**config.mk**
```make
export PLATFORM = sky130hd
export DESIGN_NAME = if_id_fifo_flat
export DESIGN_NICKNAME = d
export VERILOG_FILES = /design/src/rtl/if_id_fifo_if.sv /design/src/rtl/if_id_fifo.sv /design/src/flat_wrapper.sv
export SDC_FILE = /design/constraint.sdc
export NUM_CORES = 1
export LEC_CHECK = 0
export ABC_AREA = 0
export BUFFER_PORTS_ARGS = -buffer_cell sky130_fd_sc_hd__buf_4
export CAP_MARGIN = 20
export CORE_ASPECT_RATIO = 1.2
export CORE_MARGIN = 2
export CORE_UTILIZATION = 55
export DETAILED_ROUTE_END_ITERATION = 10
export PLACE_DENSITY = 0.76
export SETUP_SLACK_MARGIN = 0.05
export SLEW_MARGIN = 0
export SYNTH_ARGS = -nofsm -noshare
export SYNTH_HDL_FRONTEND = slang
export SYNTH_SLANG_ARGS = --single-unit
```
**constraint.sdc**
```tcl
create_clock -name clk_i -period 6.6 [get_ports clk_i]
set_input_delay 0.66 -clock clk_i [delete_from_list [all_inputs] [get_ports clk_i]]
set_output_delay 0.66 -clock clk_i [all_outputs]
set_load 0.05 [all_outputs]
```
**src/rtl/if_id_fifo_if.sv**
```systemverilog
// IF -> ID decoupling buffer bus: fetch side inputs, flush/stall controls and head-entry outputs.
interface if_id_fifo_if;
   logic        flush_i;
   logic [31:0] pc_i;
   logic        ce_i;
   logic [31:0] inst_i;
   logic        stall_i;
   logic        stall_req_o;
   logic        valid_o;
   logic [31:0] pc_o;
   logic [31:0] inst_o;
   logic        excp_adel_o;

   modport master (
      output flush_i, pc_i, ce_i, inst_i, stall_i,
      input  stall_req_o, valid_o, pc_o, inst_o, excp_adel_o
   );

   modport slave (
      input  flush_i, pc_i, ce_i, inst_i, stall_i,
      output stall_req_o, valid_o, pc_o, inst_o, excp_adel_o
   );
endinterface

```
**src/rtl/if_id_fifo.sv**
```systemverilog
// In-order fetch buffer between IF and ID; pairs each accepted pc with the SRAM word returned a cycle later.
// Optional fetch address-error tagging is enabled by defining FETCH_ADEL_CHECK_EN.
module if_id_fifo #(
   parameter int unsigned DEPTH = 4,
   parameter int unsigned PTR_W = 2
) (
   input logic         clk_i,
   input logic         rst_i,
   if_id_fifo_if.slave bus
);

   logic [PTR_W-1:0] wr_ptr;
   logic [PTR_W-1:0] rd_ptr;
   logic [PTR_W:0]   count;
   logic             req_pend;
   logic [31:0]      req_pc;

   logic [31:0]      mem_pc   [DEPTH];
   logic [31:0]      mem_inst [DEPTH];

   logic             accept;
   logic             wr_en;
   logic             pop;
   logic             valid;
   logic [PTR_W+1:0] occupancy;
   logic [31:0]      wr_inst;
   logic             head_adel;

   assign valid     = (count != '0);
   // In-flight request counts as occupied so its write can never land on a full buffer.
   assign occupancy = {1'b0, count} + {{(PTR_W+1){1'b0}}, req_pend};

   assign bus.stall_req_o = (occupancy >= (PTR_W+2)'(DEPTH - 1));
   assign accept = bus.ce_i & ~bus.stall_req_o & ~bus.flush_i;
   assign wr_en  = req_pend & ~bus.flush_i;
   assign pop    = valid & ~bus.stall_i & ~bus.flush_i;

   always_ff @(posedge clk_i or posedge rst_i) begin
      if (rst_i) begin
         wr_ptr   <= '0;
         rd_ptr   <= '0;
         count    <= '0;
         req_pend <= 1'b0;
         req_pc   <= '0;
      end else if (bus.flush_i) begin
         wr_ptr   <= '0;
         rd_ptr   <= '0;
         count    <= '0;
         req_pend <= 1'b0;
      end else begin
         req_pend <= accept;
         if (accept) req_pc <= bus.pc_i;
         if (wr_en)  wr_ptr <= wr_ptr + 1'b1;
         if (pop)    rd_ptr <= rd_ptr + 1'b1;
         count <= count + (PTR_W+1)'(wr_en) - (PTR_W+1)'(pop);
      end
   end

`ifdef FETCH_ADEL_CHECK_EN
   logic req_adel;
   logic mem_adel [DEPTH];

   always_ff @(posedge clk_i or posedge rst_i) begin
      if (rst_i)       req_adel <= 1'b0;
      else if (accept) req_adel <= (bus.pc_i[1:0] != 2'b00);
   end

   always_ff @(posedge clk_i) begin
      if (wr_en) mem_adel[wr_ptr] <= req_adel;
   end

   // Misaligned fetches carry a NOP so ID never decodes a bogus word.
   assign wr_inst   = req_adel ? '0 : bus.inst_i;
   assign head_adel = mem_adel[rd_ptr];
`else
   assign wr_inst   = bus.inst_i;
   assign head_adel = 1'b0;
`endif

   always_ff @(posedge clk_i) begin
      if (wr_en) begin
         mem_pc[wr_ptr]   <= req_pc;
         mem_inst[wr_ptr] <= wr_inst;
      end
   end

   always_comb begin
      bus.valid_o     = valid;
      bus.pc_o        = '0;
      bus.inst_o      = '0;
      bus.excp_adel_o = 1'b0;
      if (valid) begin
         bus.pc_o        = mem_pc[rd_ptr];
         bus.inst_o      = mem_inst[rd_ptr];
         bus.excp_adel_o = head_adel;
      end
   end

endmodule

```
**src/flat_wrapper.sv**
```systemverilog
// flat-port wrapper written by rule: the top's interface ports become plain ports
module if_id_fifo_flat 
#(
   parameter int unsigned DEPTH = 4,
   parameter int unsigned PTR_W = 2
)
  (clk_i, rst_i, bus_flush_i, bus_pc_i, bus_ce_i, bus_inst_i, bus_stall_i, bus_stall_req_o, bus_valid_o, bus_pc_o, bus_inst_o, bus_excp_adel_o);
  if_id_fifo_if bus_i ();
  input logic clk_i;
  input logic rst_i;
  input wire logic [$bits(bus_i.flush_i)-1:0] bus_flush_i;
  input wire logic [$bits(bus_i.pc_i)-1:0] bus_pc_i;
  input wire logic [$bits(bus_i.ce_i)-1:0] bus_ce_i;
  input wire logic [$bits(bus_i.inst_i)-1:0] bus_inst_i;
  input wire logic [$bits(bus_i.stall_i)-1:0] bus_stall_i;
  output wire logic [$bits(bus_i.stall_req_o)-1:0] bus_stall_req_o;
  output wire logic [$bits(bus_i.valid_o)-1:0] bus_valid_o;
  output wire logic [$bits(bus_i.pc_o)-1:0] bus_pc_o;
  output wire logic [$bits(bus_i.inst_o)-1:0] bus_inst_o;
  output wire logic [$bits(bus_i.excp_adel_o)-1:0] bus_excp_adel_o;
  assign bus_i.flush_i = bus_flush_i;
  assign bus_i.pc_i = bus_pc_i;
  assign bus_i.ce_i = bus_ce_i;
  assign bus_i.inst_i = bus_inst_i;
  assign bus_i.stall_i = bus_stall_i;
  assign bus_stall_req_o = bus_i.stall_req_o;
  assign bus_valid_o = bus_i.valid_o;
  assign bus_pc_o = bus_i.pc_o;
  assign bus_inst_o = bus_i.inst_o;
  assign bus_excp_adel_o = bus_i.excp_adel_o;
  if_id_fifo #(.DEPTH(DEPTH), .PTR_W(PTR_W)) u_core (.clk_i(clk_i), .rst_i(rst_i), .bus(bus_i));
endmodule
```
==> flow_metrics.py, run 1 <==
metrics = {
    "floorplan": {
        "die_x_um": 135,
        "initial_core_util_pct": 56.1,
        "core_um2": 20300,
        "rows": 57,
        "chipHeight_um": 162,
        "dieArea_um2": 21900,
        "boundaryPins": 136,
    },
    "clock_tree": {
        "clkSinkCount": 296,
        "post_cts_buffers": 0,
        "cts_tree": "yes",
        "clockBufferDepth": 3,
        "h-tree-depth": 1,
        "hold_buffers": 0,
        "cts_resized": 0,
        "clk_pin_slew_ps": 60,
        "cts_buffers": 28,
        "worstSkewPairLatency_ps": 540,
        "root_buffer": "clkbuf_16",
    },
    "logic_synthesis": {
        "ys.flop_type": "edfxtp_1",
        "synth_top_family_by_area": "multiplexers",
        "synth_xor_area_share_pct": 0.230,
        "synth_adder_area_share_pct": 1.16,
        "ys_top_cells_by_area": "edfxtp_1, mux4_2, dfrtp_1",
        "async_flop_share_pct": 13.5,
        "syn-num-nets": 607,
        "synth-simple-area-share_pct": 4.38,
        "synth.distinct_cells": 28,
        "netlist_area_um2": 11400,
        "synth-seq-area-share_pct": 76.2,
        "synth_mux_area_share_pct": 15.9,
        "synth_top_area_share_pct": 67.4,
        "yosys.area.top_type": "edfxtp_1",
        "synthTopCellsByCount": "edfxtp_1, and2_1, mux4_2",
        "avgSynthCellArea_um2": 21.6,
        "synth.most_common_cell": "edfxtp_1",
        "synth-edff-count": 256,
        "synth_compound_area_share_pct": 0.241,
        "netlist_instances": 528,
        "synth-seq-cells": 296,
        "ys_warn_count": 0,
    },
    "grt": {
        "grt_pass1_wl_um": 32400,
        "grt_max_degree": 67,
        "grt_pass1_vias": 5965,
        "antenna_found_initial": 0,
        "overflow": 0,
        "gr-usage-all-layers_pct": 19.4,
    },
    "finish": {
        "design_area_um2": 13600,
        "layout-drive-gt1-share_pct": 41.0,
        "n_antenna_cell": 0,
        "nFillCells": 1359,
        "areaGrowthSynthToFinish_pct": 19.1,
        "final_nets": 748,
        "postLayoutCoreUtil_pct": 66.8,
        "fin_cells": 956,
    },
    "worst_setup_path": {
        "r2r_setup_slack_ps": 3840,
        "crit_type": "register to output pin",
        "critPathMaxFanout": 39,
        "cp.required_ps": 5940,
        "end_kind": "output pin",
        "cp.arrival_ps": 3070,
        "setup.worst_path.start_class": "register",
    },
    "pwr": {
        "leakagePower_nw": 4.77,
        "power_density_nw_per_um2": 423,
        "peakVddDrop_uv": 365,
    },
    "timing": {
        "finClkSkew_ps": 15.3,
        "slew_headroom_pct": 30.1,
        "period_share_pct": 56.5,
        "setup_viol": 0,
        "drv_slew": 0,
        "hold_viol": 0,
        "tightest_slew_ps": 1050,
        "fin_tns_setup_ps": 0,
        "layout_min_cycle_time_ps": 3730,
        "clock.fmax_ghz": 0.268,
        "rsz0062_at_grt": "false",
    },
    "detailed_routing": {
        "first_iter_violations": 332,
        "remaining_drc_errors": 0,
        "ant_nets": 0,
        "vias_per_cell": 5.66,
        "wl_per_cell_um": 21.4,
        "first_pass_iters": 4,
        "vias": 5408,
        "routed_wl_um": 20500,
    },
    "place": {
        "port_buffers": 134,
        "dp.cells": 903,
        "gp_congestion": 0.680,
        "hpwlAfterDp_um": 11800,
        "placed_area_um2": 12600,
    },
    "run": {
        "maxCapViolCount": 0,
    },
    "worst_hold_path": {
        "hp-class": "input port to async pin",
    },
    "outcome": {
        "status": "finished, final reports clean",
    },
}
==> cell type report <==
class | instances | area (µm²) | share of cell area (%)
clock buffers | 41 | 801 | 5.90
clock inverters | 11 | 155 | 1.14
inverters | 8 | 30.0 | 0.221
multi-input cells | 197 | 2510 | 18.5
flip-flops and latches | 296 | 8700 | 64.0
well taps | 265 | 332 | 2.44
repair buffers | 138 | 1050 | 7.75
==> path summary, 6_finish.rpt <==
check,from,to,cells after the start
max in group asynchronous,rst_i,u_core.rd_ptr[1],3
min reg2reg,u_core.req_pc[6],u_core.mem_pc[2][6],0
min in group clk_i,bus_inst_i[30],u_core.mem_inst[2][30],1
max,u_core.rd_ptr[0],bus_inst_o[2],4
min,rst_i,u_core.req_pc[7],2
max reg2reg,u_core.req_pend,u_core.req_pc[30],7
==> stage by stage <==
step | total power, W | hold WS (ps) | setup slack (ps)
after floorplan | 0.00370 | 471 | 3610
after global placement | 0.00413 | 478 | 3340
after detailed placement | 0.00417 | 498 | 3350
after CTS | 0.00581 | 306 | 2770
after global routing | 0.00598 | 9.32 | 2610
final | 0.00574 | 15.2 | 2870
==> logic make-up after synthesis <==
family / Yosys count
AO/OA/AOI/OAI: 5
flip-flops: 296
adder cells (fa/ha/maj): 10
other: 1
multiplexers: 97
buffers and inverters: 35
AND/OR/NAND/NOR: 81
XOR/XNOR: 3
==> registers in the layout, summed over array words and instances (netlist names) <==
| signal | count |
|---|---|
| u_core.rd_ptr | 2 |
| u_core.mem_inst | 128 |
| u_core.count | 3 |
| u_core.mem_pc | 128 |
| u_core.req_pc | 32 |
| u_core.req_pend | 1 |
| u_core.wr_ptr | 2 |
==> worst max-delay path, cell delays in order, from the launching register on <==
cell and delay [ps]:
dfrtp_4 780, buf_4 740, mux4_2 600, and2_1 180, buf_4 190
==> cells in the final DEF, fill, tap and decap left out <==
cell type	netlist	final
edfxtp_1	256	256
buf_4	4	136
mux4_2	64	64
and2_1	68	64
dfrtp_1	40	38
mux2_2	32	32
clkbuf_16	0	29
ha_1	9	9
clkbuf_1	9	9
inv_1	8	6
nor2_1	4	4
and2_4	0	4
bufinv_16	0	4
xnor2_1	3	3
clkinv_2	0	3
clkinv_1	0	3
clkbuf_8	0	3
o21ai_0	2	2
or3_1	2	2
a21oi_1	2	2
inv_2	0	2
nor2b_1	2	2
dfrtp_4	0	2
a22oi_1	1	1
nand4b_1	1	1
nor3_2	1	1
nor3_1	1	1
nand2_1	1	1
mux2i_1	1	1
nand2b_1	1	1
fa_1	1	1
conb_1	1	1
inv_6	0	1
buf_6	2	1
buf_12	1	1
==> layer usage <==
metal	up-vias	share of wire, %	routed length [µm]	GRT usage, %
li1	2373	-	-	-
met1	2810	40	8160	25.9
met2	188	52	10600	33.9
met3	37	6.3	1300	3.09
met4	0	2.0	405	5.07
met5	-	0	0	0
==> power breakdown <==
part	internal (W)	leakage, nW	switching, W
Clock	0.000995	0.467	0.000635
Sequential	0.00229	2.79	0.000177
Combinational	0.000618	1.52	0.00102
Total	0.00391	4.77	0.00184
(Power assumes the default switching activity.)
==> run 2: changes to the inputs <==
--- a/config.mk
+++ b/config.mk
@@ -10,9 +10,9 @@
 export CAP_MARGIN = 20
 export CORE_ASPECT_RATIO = 1.2
 export CORE_MARGIN = 2
-export CORE_UTILIZATION = 55
+export CORE_UTILIZATION = 52
 export DETAILED_ROUTE_END_ITERATION = 10
-export PLACE_DENSITY = 0.76
+export PLACE_DENSITY = 0.75
 export SETUP_SLACK_MARGIN = 0.05
 export SLEW_MARGIN = 0
 export SYNTH_ARGS = -nofsm -noshare
==> constraint.sdc (replaced) <==
create_clock -name clk_i -period 3.2 [get_ports clk_i]
set_input_delay 0.32 -clock clk_i [delete_from_list [all_inputs] [get_ports clk_i]]
set_output_delay 0.32 -clock clk_i [all_outputs]
set_load 0.05 [all_outputs]
==> run 2 against run 1 <==
Against the previous run:
- critical path type unchanged
- largest power group unchanged
- via count rose by 3.1%
- highest routed layer unchanged
- critical path depth unchanged
- sequential share of layout area decreased by 3.1 points
==> flow_metrics.py, run 2 (synthesis gave the netlist of run 1 again) <==
metrics = {
    "outcome": {
        "status": "finished, final reports clean",
    },
    "clock_tree": {
        "post_cts_buffers": 0,
        "clkSinkCount": 296,
        "h-tree-depth": 1,
        "cts_buffers": 29,
        "clockBufferDepth": 3,
        "root_buffer": "clkbuf_16",
        "clk_pin_slew_ps": 60,
        "worstSkewPairLatency_ps": 540,
        "cts_tree": "yes",
        "cts_resized": 0,
    },
    "worst_setup_path": {
        "slowest_delay_ps": 700,
        "setup.worst_path.start_class": "register",
        "r2r_start": "u_core.req_pend",
        "path_cells": "buf_4 > mux4_2 > and2_1 > buf_4",
        "cp-startpoint": "u_core.rd_ptr[0]",
        "cp.arrival_ps": 2520,
        "slowest_stage": "dfrtp_4",
        "path_depth": 4,
        "crit_type": "register to output pin",
        "crit_top_cell": "buf_4",
        "cp.required_ps": 2880,
        "rr_endpoint": "u_core.req_pc[8]",
        "cp_num_buf_inv": 2,
        "cpLargestDelayFamily": "flip-flops",
        "r2r_setup_slack_ps": 910,
        "end_kind": "output pin",
        "endpoint": "bus_pc_o[14]",
        "critPathMaxFanout": 22,
        "r2r_cells": 6,
    },
    "timing": {
        "whs_ps": 20.1,
        "period_share_pct": 88.9,
        "layout_min_cycle_time_ps": 2840,
        "drv_slew": 0,
        "fin_tns_setup_ps": 0,
        "finClkSkew_ps": 15.0,
        "slew_headroom_pct": 32.6,
        "tightest_slew_ps": 1010,
        "hold_viol": 0,
        "clock.fmax_ghz": 0.352,
        "setup_viol": 0,
        "rsz0062_at_grt": "false",
    },
    "finish": {
        "final_nets": 800,
        "areaGrowthSynthToFinish_pct": 25.1,
        "top_regs": "u_core.mem_inst: 128 flops, u_core.mem_pc: 128 flops, u_core.req_pc: 32 flops",
        "layout-drive-gt1-share_pct": 40.3,
        "postLayoutCoreUtil_pct": 65.9,
        "design_area_um2": 14300,
        "layout.cells.most_common": "edfxtp_1",
        "mostFrequentLayoutCells": "edfxtp_1, buf_4, mux4_2, and2_1, dlygate4sd3_1",
        "nFillCells": 1453,
    },
    "floorplan": {
        "rows": 59,
        "initial_core_util_pct": 52.7,
        "dieArea_um2": 23100,
        "die_x_um": 139,
        "core_um2": 21600,
        "chipHeight_um": 166,
        "boundaryPins": 136,
    },
    "grt": {
        "grt_max_degree": 67,
        "gr-usage-all-layers_pct": 18.7,
        "grt_pass1_wl_um": 33600,
        "overflow": 0,
        "antenna_found_initial": 1,
        "grt_pass1_vias": 6093,
    },
    "detailed_routing": {
        "vias": 5574,
        "first_iter_violations": 321,
        "vias_per_cell": 5.47,
        "wl_per_cell_um": 20.8,
        "routed_wl_um": 21200,
        "ant_nets": 0,
        "remaining_drc_errors": 0,
        "first_pass_iters": 4,
    },
    "place": {
        "gp_congestion": 0.672,
        "hpwlAfterDp_um": 12200,
        "port_buffers": 134,
        "placed_area_um2": 12700,
    },
    "pwr": {
        "total_power_w": 0.0123,
        "power_density_nw_per_um2": 861,
        "leakagePower_nw": 5.06,
        "peakVddDrop_uv": 607,
    },
    "worst_hold_path": {
        "hp-class": "input port to register",
    },
    "run": {
        "maxCapViolCount": 0,
    },
}
## run 2: layout make-up
type | instances | area, µm² | area share [%]
clock inverters | 18 | 253 | 1.77
clock buffers | 36 | 822 | 5.76
flip-flops and latches | 296 | 8700 | 61.0
inverters | 8 | 30.0 | 0.211
diodes | 1 | 2.50 | 0.0175
well taps | 274 | 343 | 2.40
repair buffers | 189 | 1600 | 11.2
multi-input cells | 197 | 2510 | 17.6
## run 2: worst min path at each step
| stage | startpoint | endpoint | slack [ps] | depth (start not counted) |
|---|---|---|---|---|
| 6_report | bus_pc_i[17] | u_core.req_pc[17] | 20 | 2 |
| 5_1_grt | bus_pc_i[17] | u_core.req_pc[17] | 5 | 2 |
| 4_1_cts | bus_pc_i[17] | u_core.req_pc[17] | 0.2 | 2 |
| 3_5_place_dp | u_core.req_pc[30] | u_core.mem_pc[3][30] | 500 | 0 |
| 3_3_place_gp | u_core.req_pc[29] | u_core.mem_pc[0][29] | 480 | 0 |
| 2_1_floorplan | bus_inst_i[0] | u_core.mem_inst[0][0] | 420 | 0 |
## run 2: where the power goes
part,switching [W],internal (W)
logic,0.00216,0.00136
clock network,0.00139,0.00230
registers,0.000343,0.00473
## run 2: routing by layer
layer,vias to the layer above,track usage (%),share of wire (%)
met1,2885,24.0,40
met5,-,0,0
met4,0,5.80,2.7
met3,39,2.68,4.9
met2,164,33.4,53
li1,2486,-,-
## run 2: through the flow
step           instances  worst slack (ps)
3_3_place_gp         919               893
6_report            1019               356
2_1_floorplan        528               549
4_1_cts             1016               290
3_5_place_dp         919               880
5_1_grt             1019               210
## run 2: what timing repair did
action,4_1_cts,5_1_grt
hold buffers,43,1
setup endpoints to repair,0,0
hold endpoints to repair,142,16
==> run 3: changes to the inputs <==
--- a/config.mk
+++ b/config.mk
@@ -6,13 +6,13 @@
 export NUM_CORES = 1
 export LEC_CHECK = 0
 export ABC_AREA = 0
-export BUFFER_PORTS_ARGS = -buffer_cell sky130_fd_sc_hd__buf_4
 export CAP_MARGIN = 20
 export CORE_ASPECT_RATIO = 1.2
 export CORE_MARGIN = 2
-export CORE_UTILIZATION = 52
+export CORE_UTILIZATION = 55
 export DETAILED_ROUTE_END_ITERATION = 10
-export PLACE_DENSITY = 0.75
+export DONT_BUFFER_PORTS = 1
+export PLACE_DENSITY = 0.73
 export SETUP_SLACK_MARGIN = 0.05
 export SLEW_MARGIN = 0
 export SYNTH_ARGS = -nofsm -noshare
==> run 3 against run 2 <==
Against the previous run:
- core utilization down 0.33 points
- setup slack worse by 19 ps
- critical path depth shrank 1
- die area decreased by 5.3%
- critical path type unchanged
- design area fell by 6.5%
- sequential power about the same
==> flow_metrics.py, run 3 (synthesis gave the netlist of run 1 again) <==
metrics = {
    "detailed_routing": {
        "routed_wl_um": 20400,
        "ant_nets": 0,
        "first_pass_iters": 4,
        "vias": 5154,
        "wl_per_cell_um": 22.6,
        "vias_per_cell": 5.73,
        "first_iter_violations": 279,
        "remaining_drc_errors": 0,
    },
    "finish": {
        "areaGrowthSynthToFinish_pct": 17.0,
        "nFillCells": 1374,
        "design_area_um2": 13300,
        "postLayoutCoreUtil_pct": 65.6,
        "layout-drive-gt1-share_pct": 25.6,
        "mostFrequentLayoutCells": "edfxtp_1, dlygate4sd3_1, mux4_2, and2_1, dfrtp_1",
        "final_nets": 691,
        "top_regs": "u_core.mem_inst: 128 flops, u_core.mem_pc: 128 flops, u_core.req_pc: 32 flops",
        "layout.cells.most_common": "edfxtp_1",
        "ff_latch_area_um2": 8700,
        "multiInputGateArea_um2": 2510,
    },
    "timing": {
        "fin_ws_ps": 337,
        "finClkSkew_ps": 13.0,
        "slew_headroom_pct": 34.1,
        "rsz0062_at_grt": "false",
        "setup_viol": 0,
        "whs_ps": 24.1,
        "fin_tns_setup_ps": 0,
        "drv_slew": 0,
        "hold_viol": 0,
        "layout_min_cycle_time_ps": 2860,
        "period_share_pct": 89.5,
        "tightest_slew_ps": 988,
        "clock.fmax_ghz": 0.349,
    },
    "worst_hold_path": {
        "hold_depth": 2,
        "hp-class": "input port to register",
    },
    "worst_setup_path": {
        "slowest_delay_ps": 750,
        "setup.worst_path.start_class": "register",
        "r2r_setup_slack_ps": 1050,
        "endpoint": "bus_inst_o[26]",
        "path_cells": "buf_4 > mux4_2 > and2_1",
        "crit_type": "register to output pin",
        "r2r_cells": 3,
        "critPathMaxFanout": 24,
        "end_kind": "output pin",
        "cp.arrival_ps": 2540,
        "slowest_stage": "dfrtp_4",
        "cp-startpoint": "u_core.rd_ptr[0]",
        "r2r_start": "u_core.req_pend",
        "cp.required_ps": 2880,
        "rr_endpoint": "u_core.mem_pc[2][5]",
    },
    "grt": {
        "grt_pass1_wl_um": 32000,
        "grt_pass1_vias": 5662,
        "grt_max_degree": 67,
        "gr-usage-all-layers_pct": 19.2,
        "antenna_found_initial": 0,
        "overflow": 0,
    },
    "pwr": {
        "power_density_nw_per_um2": 849,
        "leakagePower_nw": 4.42,
        "peakVddDrop_uv": 560,
    },
    "clock_tree": {
        "clk_pin_slew_ps": 60,
        "clkSinkCount": 296,
        "cts_tree": "yes",
        "cts_resized": 0,
        "worstSkewPairLatency_ps": 530,
        "root_buffer": "clkbuf_16",
        "cts_buffers": 28,
        "clockBufferDepth": 3,
        "h-tree-depth": 1,
    },
    "floorplan": {
        "boundaryPins": 136,
        "chipHeight_um": 162,
        "dieArea_um2": 21900,
        "rows": 57,
        "core_um2": 20300,
        "die_x_um": 135,
        "initial_core_util_pct": 56.1,
    },
    "run": {
        "maxCapViolCount": 0,
    },
    "place": {
        "gp_congestion": 0.693,
        "port_buffers": 0,
        "dp_slack_ps": 834,
        "placed_area_um2": 11700,
        "hpwlAfterDp_um": 11700,
    },
    "outcome": {
        "status": "finished, final reports clean",
    },
}
==> run 3: cell types whose count changed in the layout (fill, tap and decap cells not counted) <==
cell           delta
buf_4           -128
dlygate4sd3_1    +23
clkbuf_1          +9
clkinv_1          -4
buf_12            -3
bufinv_16         -3
clkbuf_8          -3
clkinv_4          +1
inv_6             -1
inv_8             -1
==> run 3: how the worst min path moves through the flow <==
| stage | slack [ps] | from | to |
|---|---|---|---|
| final | 20 | bus_stall_i | u_core.rd_ptr[0] |
| after global placement | 380 | bus_flush_i | u_core.rd_ptr[1] |
| after floorplan | 420 | bus_inst_i[0] | u_core.mem_inst[0][0] |
| after global routing | 50 | bus_stall_i | u_core.rd_ptr[1] |
| after detailed placement | 380 | bus_flush_i | u_core.rd_ptr[1] |
| after CTS | 6 | bus_stall_i | u_core.rd_ptr[0] |
==> run 3: area by class of cell <==
type | count | share of cell area, %
diodes | 1 | 0.0188
clock buffers | 42 | 6.11
clock inverters | 10 | 1.02
inverters | 8 | 0.225
multi-input cells | 197 | 18.8
flip-flops and latches | 296 | 65.2
well taps | 265 | 2.49
repair buffers | 81 | 6.10
==> run 3: timing repair <==
item,in CTS,in global routing
buffers inserted,0,0
endpoints found under the hold margin,207,0
hold buffers,67,0
==> run 3: worst max-delay path: cells and delay by family (launching register included) <==
| kind | cells | cell delay [ps] |
|---|---|---|
| DFF | 1 | 750 |
| muxes | 1 | 540 |
| buffers and inverters | 1 | 360 |
| and+or+nand+nor | 1 | 340 |
==> run 3: metrics by stage <==
step | total power (W) | instances
2_1_floorplan | 0.00762 | 528
3_3_place_gp | 0.00796 | 780
3_5_place_dp | 0.00804 | 780
4_1_cts | 0.0115 | 899
5_1_grt | 0.0118 | 899
6_report | 0.0113 | 900
==> run 3: power breakdown <==
part           leakage, nW  internal [W]  switching [W]
Combinational         1.18      0.000885        0.00203
Sequential            2.79       0.00473       0.000357
Clock                0.455       0.00200        0.00133
==> run 3: per-layer routing <==
layer	global-route usage, %	vias to the layer above	share of wire [%]
met5	0	-	0
met4	4.40	0	1.6
met3	4.21	24	6.0
met2	32.9	144	52
met1	25.7	2720	41
li1	-	2266	-
